### src/rtl/dataflow_channel_pkg.sv
// -----------------------------------------------------------------------------
// dataflow_channel_pkg
// Shared definitions for the dataflow channel FIFO: default payload width and
// entry count, plus a ceil(log2) helper that sizes the FIFO pointers.
// No ports (package).
// -----------------------------------------------------------------------------
package dataflow_channel_pkg;

    localparam int DEFAULT_DATA_WIDTH = 32;
    localparam int DEFAULT_DEPTH      = 4;

    // Smallest w such that 2**w >= value; used at elaboration time only.
    function automatic int clog2_width(input int value);
        int w;
        for (w = 0; (1 << w) < value; w++) begin
        end
        return w;
    endfunction

endpackage : dataflow_channel_pkg

### src/rtl/dataflow_channel_mem.sv
// -----------------------------------------------------------------------------
// dataflow_channel_mem
// DEPTH x DATA_WIDTH storage array for the channel FIFO: one synchronous write
// port and one asynchronous (combinational) read port.
// Ports:
//   clock      - write clock, rising edge
//   wr_en_i    - write strobe
//   wr_addr_i  - write address
//   wr_data_i  - write data
//   rd_addr_i  - read address
//   rd_data_o  - read data, combinational from rd_addr_i
// -----------------------------------------------------------------------------
module dataflow_channel_mem
    import dataflow_channel_pkg::*;
#(
    parameter int DATA_WIDTH = DEFAULT_DATA_WIDTH,
    parameter int DEPTH      = DEFAULT_DEPTH,
    parameter int ADDR_WIDTH = clog2_width(DEPTH)
) (
    input  logic                  clock,
    input  logic                  wr_en_i,
    input  logic [ADDR_WIDTH-1:0] wr_addr_i,
    input  logic [DATA_WIDTH-1:0] wr_data_i,
    input  logic [ADDR_WIDTH-1:0] rd_addr_i,
    output logic [DATA_WIDTH-1:0] rd_data_o
);

    logic [DATA_WIDTH-1:0] mem_q [DEPTH];

    // NOTE: storage has no reset; occupancy is tracked by the pointers and
    // count, so stale contents are never observed and the array can map to
    // plain RAM/flops without a reset tree.
    always_ff @(posedge clock) begin
        if (wr_en_i) begin
            mem_q[wr_addr_i] <= wr_data_i;
        end
    end

    assign rd_data_o = mem_q[rd_addr_i];

endmodule : dataflow_channel_mem

### src/rtl/dataflow_channel_fifo.sv
// -----------------------------------------------------------------------------
// dataflow_channel_fifo
// First-word-fall-through FIFO channel between a producer and a consumer, with
// registered status flags, an occupancy count, a sticky high-water mark and
// per-cycle stall indicators.
// Ports:
//   clock      - single clock, all state updates on rising edge
//   reset      - asynchronous, active-low reset
//   i_write    - producer write request
//   i_din      - producer data
//   i_full_n   - high when an entry is free (registered)
//   t_read     - consumer read request
//   t_dout     - head-of-queue data, valid while t_empty_n is high
//   t_empty_n  - high when t_dout is valid (registered)
//   count      - current occupancy (registered)
//   peak       - sticky high-water mark of count, saturates at DEPTH
//   wr_stall   - last cycle had i_write high while i_full_n was low
//   rd_stall   - last cycle had t_read high while t_empty_n was low
// -----------------------------------------------------------------------------
module dataflow_channel_fifo
    import dataflow_channel_pkg::*;
#(
    parameter int DATA_WIDTH = DEFAULT_DATA_WIDTH,
    parameter int DEPTH      = DEFAULT_DEPTH,
    // Derived from DEPTH; leave at its default.
    parameter int ADDR_WIDTH = clog2_width(DEPTH)
) (
    input  logic                  clock,
    input  logic                  reset,
    input  logic                  i_write,
    input  logic [DATA_WIDTH-1:0] i_din,
    output logic                  i_full_n,
    input  logic                  t_read,
    output logic [DATA_WIDTH-1:0] t_dout,
    output logic                  t_empty_n,
    output logic [ADDR_WIDTH:0]   count,
    output logic [ADDR_WIDTH:0]   peak,
    output logic                  wr_stall,
    output logic                  rd_stall
);

    localparam logic [ADDR_WIDTH:0] FULL_COUNT = (ADDR_WIDTH + 1)'(DEPTH);

    logic [ADDR_WIDTH-1:0] wr_ptr_q, wr_ptr_d;
    logic [ADDR_WIDTH-1:0] rd_ptr_q, rd_ptr_d;
    logic [ADDR_WIDTH:0]   count_q, count_d;
    logic [ADDR_WIDTH:0]   peak_q, peak_d;
    logic                  full_n_q;
    logic                  empty_n_q;
    logic                  wr_stall_q;
    logic                  rd_stall_q;

    logic wr_accept;
    logic rd_accept;

    // Acceptance is qualified only by the registered flags, so on a full FIFO
    // a simultaneous write is refused while the read proceeds, and on an
    // empty FIFO the read is refused while the write proceeds.
    assign wr_accept = i_write & full_n_q;
    assign rd_accept = t_read & empty_n_q;

    // NOTE: every variable driven here gets a default first so no path leaves
    // it unassigned, which would otherwise infer a latch.
    always_comb begin
        wr_ptr_d = wr_ptr_q;
        rd_ptr_d = rd_ptr_q;
        count_d  = count_q;

        // Pointers are ADDR_WIDTH bits and DEPTH is a power of two, so the
        // increment wraps from DEPTH-1 to 0 on its own.
        if (wr_accept) begin
            wr_ptr_d = wr_ptr_q + 1'b1;
        end
        if (rd_accept) begin
            rd_ptr_d = rd_ptr_q + 1'b1;
        end

        unique case ({wr_accept, rd_accept})
            2'b10:   count_d = count_q + 1'b1;
            2'b01:   count_d = count_q - 1'b1;
            default: count_d = count_q;
        endcase

        // Compare against the next count so peak tracks count on the same
        // edge; count never exceeds DEPTH, so peak saturates there too.
        peak_d = (count_d > peak_q) ? count_d : peak_q;
    end

    // NOTE: state registers use non-blocking assignments so every flop samples
    // pre-edge values regardless of statement order.
    always_ff @(posedge clock or negedge reset) begin
        if (!reset) begin
            wr_ptr_q   <= '0;
            rd_ptr_q   <= '0;
            count_q    <= '0;
            peak_q     <= '0;
            full_n_q   <= 1'b1;
            empty_n_q  <= 1'b0;
            wr_stall_q <= 1'b0;
            rd_stall_q <= 1'b0;
        end else begin
            wr_ptr_q   <= wr_ptr_d;
            rd_ptr_q   <= rd_ptr_d;
            count_q    <= count_d;
            peak_q     <= peak_d;
            // Flags are registered from the next count so they never depend
            // combinationally on i_write or t_read.
            full_n_q   <= (count_d != FULL_COUNT);
            empty_n_q  <= (count_d != '0);
            wr_stall_q <= i_write & ~full_n_q;
            rd_stall_q <= t_read & ~empty_n_q;
        end
    end

    dataflow_channel_mem #(
        .DATA_WIDTH (DATA_WIDTH),
        .DEPTH      (DEPTH),
        .ADDR_WIDTH (ADDR_WIDTH)
    ) u_mem (
        .clock     (clock),
        .wr_en_i   (wr_accept),
        .wr_addr_i (wr_ptr_q),
        .wr_data_i (i_din),
        .rd_addr_i (rd_ptr_q),
        .rd_data_o (t_dout)
    );

    assign i_full_n  = full_n_q;
    assign t_empty_n = empty_n_q;
    assign count     = count_q;
    assign peak      = peak_q;
    assign wr_stall  = wr_stall_q;
    assign rd_stall  = rd_stall_q;

endmodule : dataflow_channel_fifo

### config.mk
export PLATFORM = sky130hd
export DESIGN_NAME = dataflow_channel_fifo
export DESIGN_NICKNAME = d
export VERILOG_FILES = /design/src/rtl/dataflow_channel_pkg.sv /design/src/rtl/dataflow_channel_mem.sv /design/src/rtl/dataflow_channel_fifo.sv
export SDC_FILE = /design/constraint.sdc
export NUM_CORES = 1
export LEC_CHECK = 0
export CAP_MARGIN = 20
export CORE_UTILIZATION = 50
export DETAILED_ROUTE_END_ITERATION = 10
export GPL_TIMING_DRIVEN = 0
export PLACE_DENSITY = 0.74
export SLEW_MARGIN = 15
export SYNTH_ARGS = -nofsm -noshare
export SYNTH_HDL_FRONTEND = slang
export SYNTH_HIERARCHICAL = 1
export SYNTH_SLANG_ARGS = --single-unit
### constraint.sdc
create_clock -name clock -period 4.2 [get_ports clock]
set_clock_uncertainty 0.15 [all_clocks]
set_input_delay 1.26 -clock clock [delete_from_list [all_inputs] [get_ports clock]]
set_output_delay 1.26 -clock clock [all_outputs]
set_load 0.05 [all_outputs]
==> qor.tcl, run 1 <==
set qor(run_status) {completed}
set qor(drt.antenna.violating_nets) 0
set qor(max_clock_freq_ghz) 0.247
set qor(synth_ff_type) {sky130_fd_sc_hd__edfxtp_1}
set qor(synth-async-reset-ratio) 0.0986
set qor(placement_rows) 37
set qor(placement.setup.worst_slack_ps) -462
set qor(start_util) 0.517
set qor(cp.arrival_ps) 4280
set qor(ys_ff_latch) 142
set qor(count_of_clock_tree_sinks) 142
set qor(min_path_type) {reg2reg}
set qor(postRouteWirelength_um) 8870
set qor(dr_total_vias) 2536
set qor(cts_root_buf) {sky130_fd_sc_hd__clkbuf_8}
set qor(setup_slack_ps) 159
set qor(worst_r2r_path_depth) 10
set qor(synth_cells) 227
set qor(power.switching_mw) 2.24
set qor(placement.io_buffers) 77
set qor(final_cells) 478
set qor(critical_path_required_ps) 4440
set qor(dp.final_hpwl_um) 5640
set qor(worst_skew_pair.late_latency_ps) 500
set qor(synth.largest_area_cell) {sky130_fd_sc_hd__edfxtp_1}
set qor(reg2reg_to) {peak[1]}
set qor(wire_length_of_the_first_global_routing_pass_um) 14200
set qor(globalRouteOverflowTotal) 0
set qor(synth.most_common_cell) {sky130_fd_sc_hd__edfxtp_1}
set qor(comb_pwr_share) 0.424
set qor(drt-vias-per-instance) 5.31
set qor(static-leakage-power_nw) 2.45
set qor(die-width_um) 106
set qor(finalSetupViolCount) 0
set qor(mappedNetlistNets) 268
set qor(critical_path_class) {in2reg}
set qor(synth_enable_flop_cells) 128
set qor(design.portCount) 78
set qor(worstReg2RegStart) {i_full_n}
set qor(cts_tree) {built}
set qor(via_count_of_the_first_global_routing_pass) 2690
set qor(post-route-drc-count) 0
set qor(synth-seq-area-share) 0.782
set qor(synth.avg_cell_area_um2) 23.6
set qor(power.share.clock) 0.259
set qor(r2r_slack_ps) 890
set qor(setup.worst_path.start_class) {input port}
set qor(period_minus_slack_ps) 4040
set qor(p_int_mw) 4.06
set qor(layout-drive-gt1-share) 0.257
set qor(core_um2) 10400
set qor(slew_viol_final) 0
set qor(hold_violations) 0
set qor(cts-hold-fix-buffers) 0
set qor(synth.top_cells.by_area) {sky130_fd_sc_hd__edfxtp_1 (72%), sky130_fd_sc_hd__mux4_2 (13%), sky130_fd_sc_hd__dfrtp_1 (6.1%)}
set qor(timing.max_slew.rel_slack) 0.569
set qor(synth_area_um2) 5370
set qor(setup_repair_after_global_routing_missed_its_margin) {no}
set qor(power_density_nw_per_um2) 886
set qor(ys_warn_count) 6
set qor(min_delay_path_depth) 1
set qor(max_slew.worst_pin.slew_ps) 645
set qor(wl_per_cell_um) 18.6
set qor(post_synth_num_cell_types) 33
set qor(timing.critical_path.fanout_max) 4
set qor(finalCritPeriodShare) 0.962
set qor(detailedRoute.firstPassIterationCount) 4
set qor(hold_endpoint) {rd_stall}
set qor(drt_iter0_drc) 102
set qor(total_power_mw) 6.30
set qor(crit_path_end_kind) {register}
set qor(cts_buffers) 17
set qor(ys_top_cells_by_count) {sky130_fd_sc_hd__edfxtp_1 (128), sky130_fd_sc_hd__mux4_2 (30), sky130_fd_sc_hd__dfrtp_1 (13)}
set qor(finalWeightedCongestion) 0.756
set qor(area.growth.synth_to_final_pct) 32.5
set qor(largest_net_degree_at_the_start_of_global_routing) 26
set qor(total_global_route_track_usage) 0.176
set qor(dp_cell_count) 446
set qor(dieHeight_um) 106
set qor(antenna_found_initial) 0
set qor(switching_share) 0.355
set qor(vdd_drop_max_uv) 710
set qor(clock_pin_slew_of_the_registers_on_the_worst_case_setup_and_hold_paths_ps) 60
set qor(die_area_um2) 11100
set qor(power_frac_seq) 0.317
set qor(worst_case_clock_buffer_depth) 2
set qor(layout.nets) 370
set qor(hold_path_startpoint) {t_empty_n}
set qor(ctsHtreeMaxLevel) 4
set qor(num_antenna_cells) 0
set qor(yosys.area.top_type_share) 0.716
set qor(max_cap_violations) 0
[flip-flops by register name, summed over array words and instances (netlist names)]
name,count
count,3
i_full_n,1
peak,3
rd_ptr_q,2
rd_stall,1
t_empty_n,1
u_mem/mem_q,128
wr_ptr_q,2
wr_stall,1
[critical path, stage by stage]
cell and delay (ps):
sky130_fd_sc_hd__clkdlybuf4s50_1 520, sky130_fd_sc_hd__nand2_1 120, sky130_fd_sc_hd__ha_2 230, sky130_fd_sc_hd__fa_1 410
sky130_fd_sc_hd__xnor2_2 170, sky130_fd_sc_hd__o21a_1 190, sky130_fd_sc_hd__or2_2 310, sky130_fd_sc_hd__ha_1 310
sky130_fd_sc_hd__and3_1 210, sky130_fd_sc_hd__a21oi_2 180, sky130_fd_sc_hd__mux2_2 350
[layout by cell type, fill, tap and decap left out, types with 2 or more instances in the layout]
| master | n |
|---|---|
| sky130_fd_sc_hd__a2bb2oi_1 | 2 |
| sky130_fd_sc_hd__and2_1 | 2 |
| sky130_fd_sc_hd__and3b_2 | 2 |
| sky130_fd_sc_hd__buf_12 | 4 |
| sky130_fd_sc_hd__buf_16 | 2 |
| sky130_fd_sc_hd__buf_2 | 3 |
| sky130_fd_sc_hd__buf_6 | 2 |
| sky130_fd_sc_hd__buf_8 | 2 |
| sky130_fd_sc_hd__bufinv_16 | 6 |
| sky130_fd_sc_hd__clkbuf_16 | 16 |
| sky130_fd_sc_hd__clkdlybuf4s50_1 | 77 |
| sky130_fd_sc_hd__clkinv_4 | 4 |
| sky130_fd_sc_hd__dfrtp_1 | 13 |
| sky130_fd_sc_hd__edfxtp_1 | 128 |
| sky130_fd_sc_hd__ha_1 | 3 |
| sky130_fd_sc_hd__inv_1 | 4 |
| sky130_fd_sc_hd__mux2_2 | 3 |
| sky130_fd_sc_hd__mux4_1 | 2 |
| sky130_fd_sc_hd__mux4_2 | 30 |
| sky130_fd_sc_hd__nand2_1 | 2 |
| sky130_fd_sc_hd__nor2_1 | 2 |
| sky130_fd_sc_hd__nor2b_1 | 2 |
| sky130_fd_sc_hd__or2_2 | 2 |
| sky130_fd_sc_hd__xnor2_1 | 4 |
[layer usage]
layer	GRT usage	up-vias	part of all wire
met1	0.232	1309	0.45
li1	-	1156	-
met4	0.0655	0	0.011
met2	0.287	61	0.50
met5	0	-	0
met3	0.0445	10	0.037
[cell type report]
type	instances	area, µm²
Multi-Input combinational cell	73	1090
Inverter	4	15.0
Clock buffer	18	418
Tap cell	136	170
Sequential cell	142	4200
Buffer	8	91.3
Timing Repair Buffer	83	887
Fill cell	669	3260
Clock inverter	14	240
[what timing repair did]
action	in CTS	in global routing
endpoints found under the hold margin	0	0
resized for setup	0	3
setup buffers	0	0
endpoints found under the setup margin	0	2
[per-stage QoR]
step | TNS, ps | cell area [µm²] | hold slack [ps] | util
3_5_place_dp | -1140 | 6440 | 307 | 0.621
3_3_place_gp | -21920 | 6310 | 310 | 0.609
6_report | 0 | 7110 | 328 | 0.686
5_1_grt | 0 | 7110 | 347 | 0.686
4_1_cts | 0 | 7100 | 329 | 0.684
2_1_floorplan | 0 | 5370 | 333 | -
[power groups by stage]
stage                     clock [mW]  sequential, mW  combinational, mW
after global placement             0            2.03               2.58
final                           1.63            2.00               2.67
after global routing            1.72            2.03               2.81
after detailed placement           0            2.03               2.67
after floorplan                    0            2.14               1.74
after CTS                       1.66            2.00               2.68
[worst max path at each step]
stage          startpoint  slack (ps)                  to  cells past startpoint
3_5_place_dp      i_write        -460             peak[1]                     11
4_1_cts           i_write          60             peak[1]                     11
5_1_grt           i_write           6             peak[1]                     11
6_report          i_write         160             peak[1]                     11
3_3_place_gp      i_write        -650  u_mem/mem_q[0][25]                      4
2_1_floorplan      t_read         210             peak[0]                     10
[kinds of logic after synthesis]
family | count (synthesis) | share of synthesized area
AOI/OAI and AO/OA | 8 | 0.0103
xor gates and xnor gates | 6 | 0.00979
adders and majority gates | 5 | 0.0131
buffers and inverters | 12 | 0.0198
DFF | 142 | 0.782
muxes | 35 | 0.142
and+or+nand+nor | 19 | 0.0231
(Power assumes the default switching activity.)
==> run 2: changes to the inputs <==
--- a/config.mk
+++ b/config.mk
@@ -5,7 +5,9 @@
 export SDC_FILE = /design/constraint.sdc
 export NUM_CORES = 1
 export LEC_CHECK = 0
+export ABC_CLOCK_PERIOD_IN_PS = 4200
 export CAP_MARGIN = 20
+export CORE_MARGIN = 10
 export CORE_UTILIZATION = 50
 export DETAILED_ROUTE_END_ITERATION = 10
 export GPL_TIMING_DRIVEN = 0
==> run 2 against run 1 <==
  * Critical path depth stayed put
  * Hold slack got worse by 38 ps
  * Clock power decreased by 9%
  * Die area rose by 37%
  * Utilization is 0.53 points lower
  * Sequential share of layout area is 0.46 points higher
  * Register-to-register slack worse by 80 ps
  * Via count is 1.1% lower
  * Clock-buffer cell count is 1 higher
  * Non-clock buffer count stayed put
  * Power decreased by 1.6%
  * Wire length grew 6.9%
==> qor.tcl, run 2 (synthesis gave the netlist of run 1 again) <==
set qor(max_clock_freq_ghz) 0.244 ;# -1.6%
set qor(worst_path_largest_cell_delay_ps) 510 ;# about the same
set qor(critical_path_required_ps) 4440 ;# about the same
set qor(worst_case_clock_buffer_depth) 2 ;# unchanged
set qor(globalRouteOverflowTotal) 0 ;# unchanged
set qor(largest_register_ff_count) 128 ;# unchanged
set qor(clock_pin_slew_of_the_registers_on_the_worst_case_setup_and_hold_paths_ps) 60 ;# about the same
set qor(area.growth.synth_to_final_pct) 31.5
set qor(mostFrequentLayoutCells) {sky130_fd_sc_hd__edfxtp_1 (128), sky130_fd_sc_hd__clkdlybuf4s50_1 (77), sky130_fd_sc_hd__mux4_2 (30)}
set qor(place_area_um2) 6430 ;# about the same
set qor(final_common_cell) {sky130_fd_sc_hd__edfxtp_1}
set qor(total_global_route_track_usage) 0.131 ;# -0.0454
set qor(timing.critical_path.fanout_max) 4 ;# unchanged
set qor(path_cells) {clkdlybuf4s50_1 -> nand2_1 -> ha_1 -> fa_1 -> xnor2_2 -> o21a_1 -> or2_2 -> ha_1 -> and3_1 -> a21oi_2 -> mux2_2}
set qor(count_of_clock_tree_sinks) 142 ;# unchanged
set qor(core_um2) 10400 ;# unchanged
set qor(wire_length_of_the_first_global_routing_pass_um) 15000 ;# +5.5%
set qor(design.portCount) 78 ;# unchanged
set qor(dp.final_hpwl_um) 6230 ;# +10%
set qor(cts_buffers) 17 ;# unchanged
set qor(layout-drive-gt1-share) 0.254 ;# -0.00292
set qor(placement.setup.worst_slack_ps) -446 ;# +16.1 ps
set qor(drt.antenna.violating_nets) 0 ;# unchanged
set qor(final_area_um2) 7050 ;# -0.77%
set qor(antenna_found_initial) 0 ;# unchanged
set qor(vdd_drop_max_uv) 659 ;# -7.1%
set qor(cts-hold-fix-buffers) 0 ;# unchanged
set qor(timing.max_slew.rel_slack) 0.518 ;# -0.0509
set qor(hold_violations) 0 ;# unchanged
set qor(die_area_um2) 15300 ;# +37%
set qor(start_util) 0.517 ;# unchanged
set qor(r2r_slack_ps) 810 ;# -80 ps
set qor(cp_num_cells) 11 ;# unchanged
set qor(worst_r2r_path_depth) 10 ;# unchanged
set qor(worstReg2RegStart) {i_full_n}
set qor(critical_path_class) {in2reg}
set qor(placement_rows) 37 ;# unchanged
set qor(post-route-drc-count) 0 ;# unchanged
set qor(path_common_cell) {sky130_fd_sc_hd__ha_1}
set qor(layout.nets) 370 ;# unchanged
set qor(finalWeightedCongestion) 0.788 ;# +4.2%
set qor(dieHeight_um) 124 ;# +17%
set qor(critical_path.slowest_cell) {sky130_fd_sc_hd__clkdlybuf4s50_1}
set qor(period_minus_slack_ps) 4110 ;# +64.3 ps
set qor(postRouteWirelength_um) 9490 ;# +6.9%
set qor(hold_path_startpoint) {t_empty_n}
set qor(reg2reg_to) {peak[1]}
set qor(wl_per_cell_um) 19.8 ;# +6.9%
set qor(ctsHtreeMaxLevel) 4 ;# unchanged
set qor(cp.arrival_ps) 4340 ;# +60 ps
set qor(placement.io_buffers) 77 ;# unchanged
set qor(largest_net_degree_at_the_start_of_global_routing) 21 ;# -19%
set qor(hold_endpoint) {rd_stall}
set qor(cts_root_buf) {sky130_fd_sc_hd__clkbuf_8}
set qor(drt_iter0_drc) 147 ;# +44%
set qor(finalCritPeriodShare) 0.977 ;# +0.0153
set qor(setup_slack_ps) 94.6 ;# -64.3 ps
set qor(finalSetupViolCount) 0 ;# unchanged
set qor(reg_with_most_ffs) {u_mem/mem_q}
set qor(worst-path-buf-inv) 1 ;# unchanged
set qor(max_slew.worst_pin.slew_ps) 722 ;# +77.6 ps
set qor(drt-vias-per-instance) 5.24 ;# -1.1%
set qor(min_delay_path_depth) 1 ;# unchanged
set qor(static-leakage-power_nw) 2.42 ;# -1.1%
set qor(setup.worst_path.start_class) {input port}
set qor(crit_path_end_kind) {register}
set qor(slew_viol_final) 0 ;# unchanged
set qor(dr_total_vias) 2507 ;# -1.1%
set qor(cts_tree) {built}
set qor(detailedRoute.firstPassIterationCount) 6 ;# +2
set qor(min_path_type) {reg2reg}
set qor(max_cap_violations) 0 ;# unchanged
set qor(die-width_um) 124 ;# +17%
set qor(via_count_of_the_first_global_routing_pass) 2829 ;# +5.2%
set qor(num_antenna_cells) 0 ;# unchanged
set qor(worst_skew_pair.late_latency_ps) 500 ;# about the same
set qor(final.setup.tns_ps) 0 ;# unchanged
set qor(total_power_mw) 6.20 ;# -1.6%
set qor(setup.worst_path.start) {i_write}
set qor(path_delay_family) {adder cells}
set qor(run_status) {completed}
set qor(power_density_nw_per_um2) 879 ;# -0.82%
-- run 2: cell types whose count changed in the layout (fill, tap and decap cells not counted), sizes merged --
cell	delta
inv	+4
clkinvlp	+1
clkbuf	+1
bufinv	-3
clkinv	-3
-- run 2: metal layers --
metal / GRT usage / share of wire / wire length, µm
met5: 0 / 0 / 0
met3: 0.0462 / 0.068 / 648
met2: 0.221 / 0.51 / 4800
met4: 0.0502 / 0.0096 / 91
met1: 0.150 / 0.42 / 3940
-- run 2: how the worst max path moves through the flow --
stage / end / slack, ps
finish: peak[1] / 90
detailed placement: peak[1] / -450
global placement: u_mem/mem_q[0][22] / -570
floorplan: peak[0] / 210
CTS: peak[1] / 50
global route: peak[1] / -20
-- run 2: per-stage QoR --
| stage | hold WS [ps] | std cells | util |
|---|---|---|---|
| after floorplan | 333 | 227 | - |
| after global placement | 271 | 440 | 0.609 |
| after detailed placement | 285 | 445 | 0.620 |
| after CTS | 294 | 477 | 0.678 |
| after global routing | 308 | 478 | 0.680 |
| final | 290 | 478 | 0.680 |
-- run 2: cell type report --
| cell class | instances | area (µm²) |
|---|---|---|
| multi-input combinational | 73 | 1090 |
| clock inverter | 13 | 180 |
| fill | 694 | 3320 |
| inverter | 4 | 15.0 |
| buffer | 8 | 91.3 |
| sequential | 142 | 4200 |
| timing repair buffer | 83 | 891 |
| clock buffer | 19 | 422 |
| tap | 136 | 170 |
-- run 2: where the power goes --
part	switching (mW)	total, mW	internal [mW]	leakage (nW)
Sequential	0.114	1.99	1.88	1.34
Combinational	1.60	2.72	1.11	0.799
Clock	0.570	1.49	0.921	0.287
-- run 2: repair_timing --
action                     4_1_cts  5_1_grt
setup endpoints to repair        0        2
buffers inserted                 0        1
resized for setup                0        2
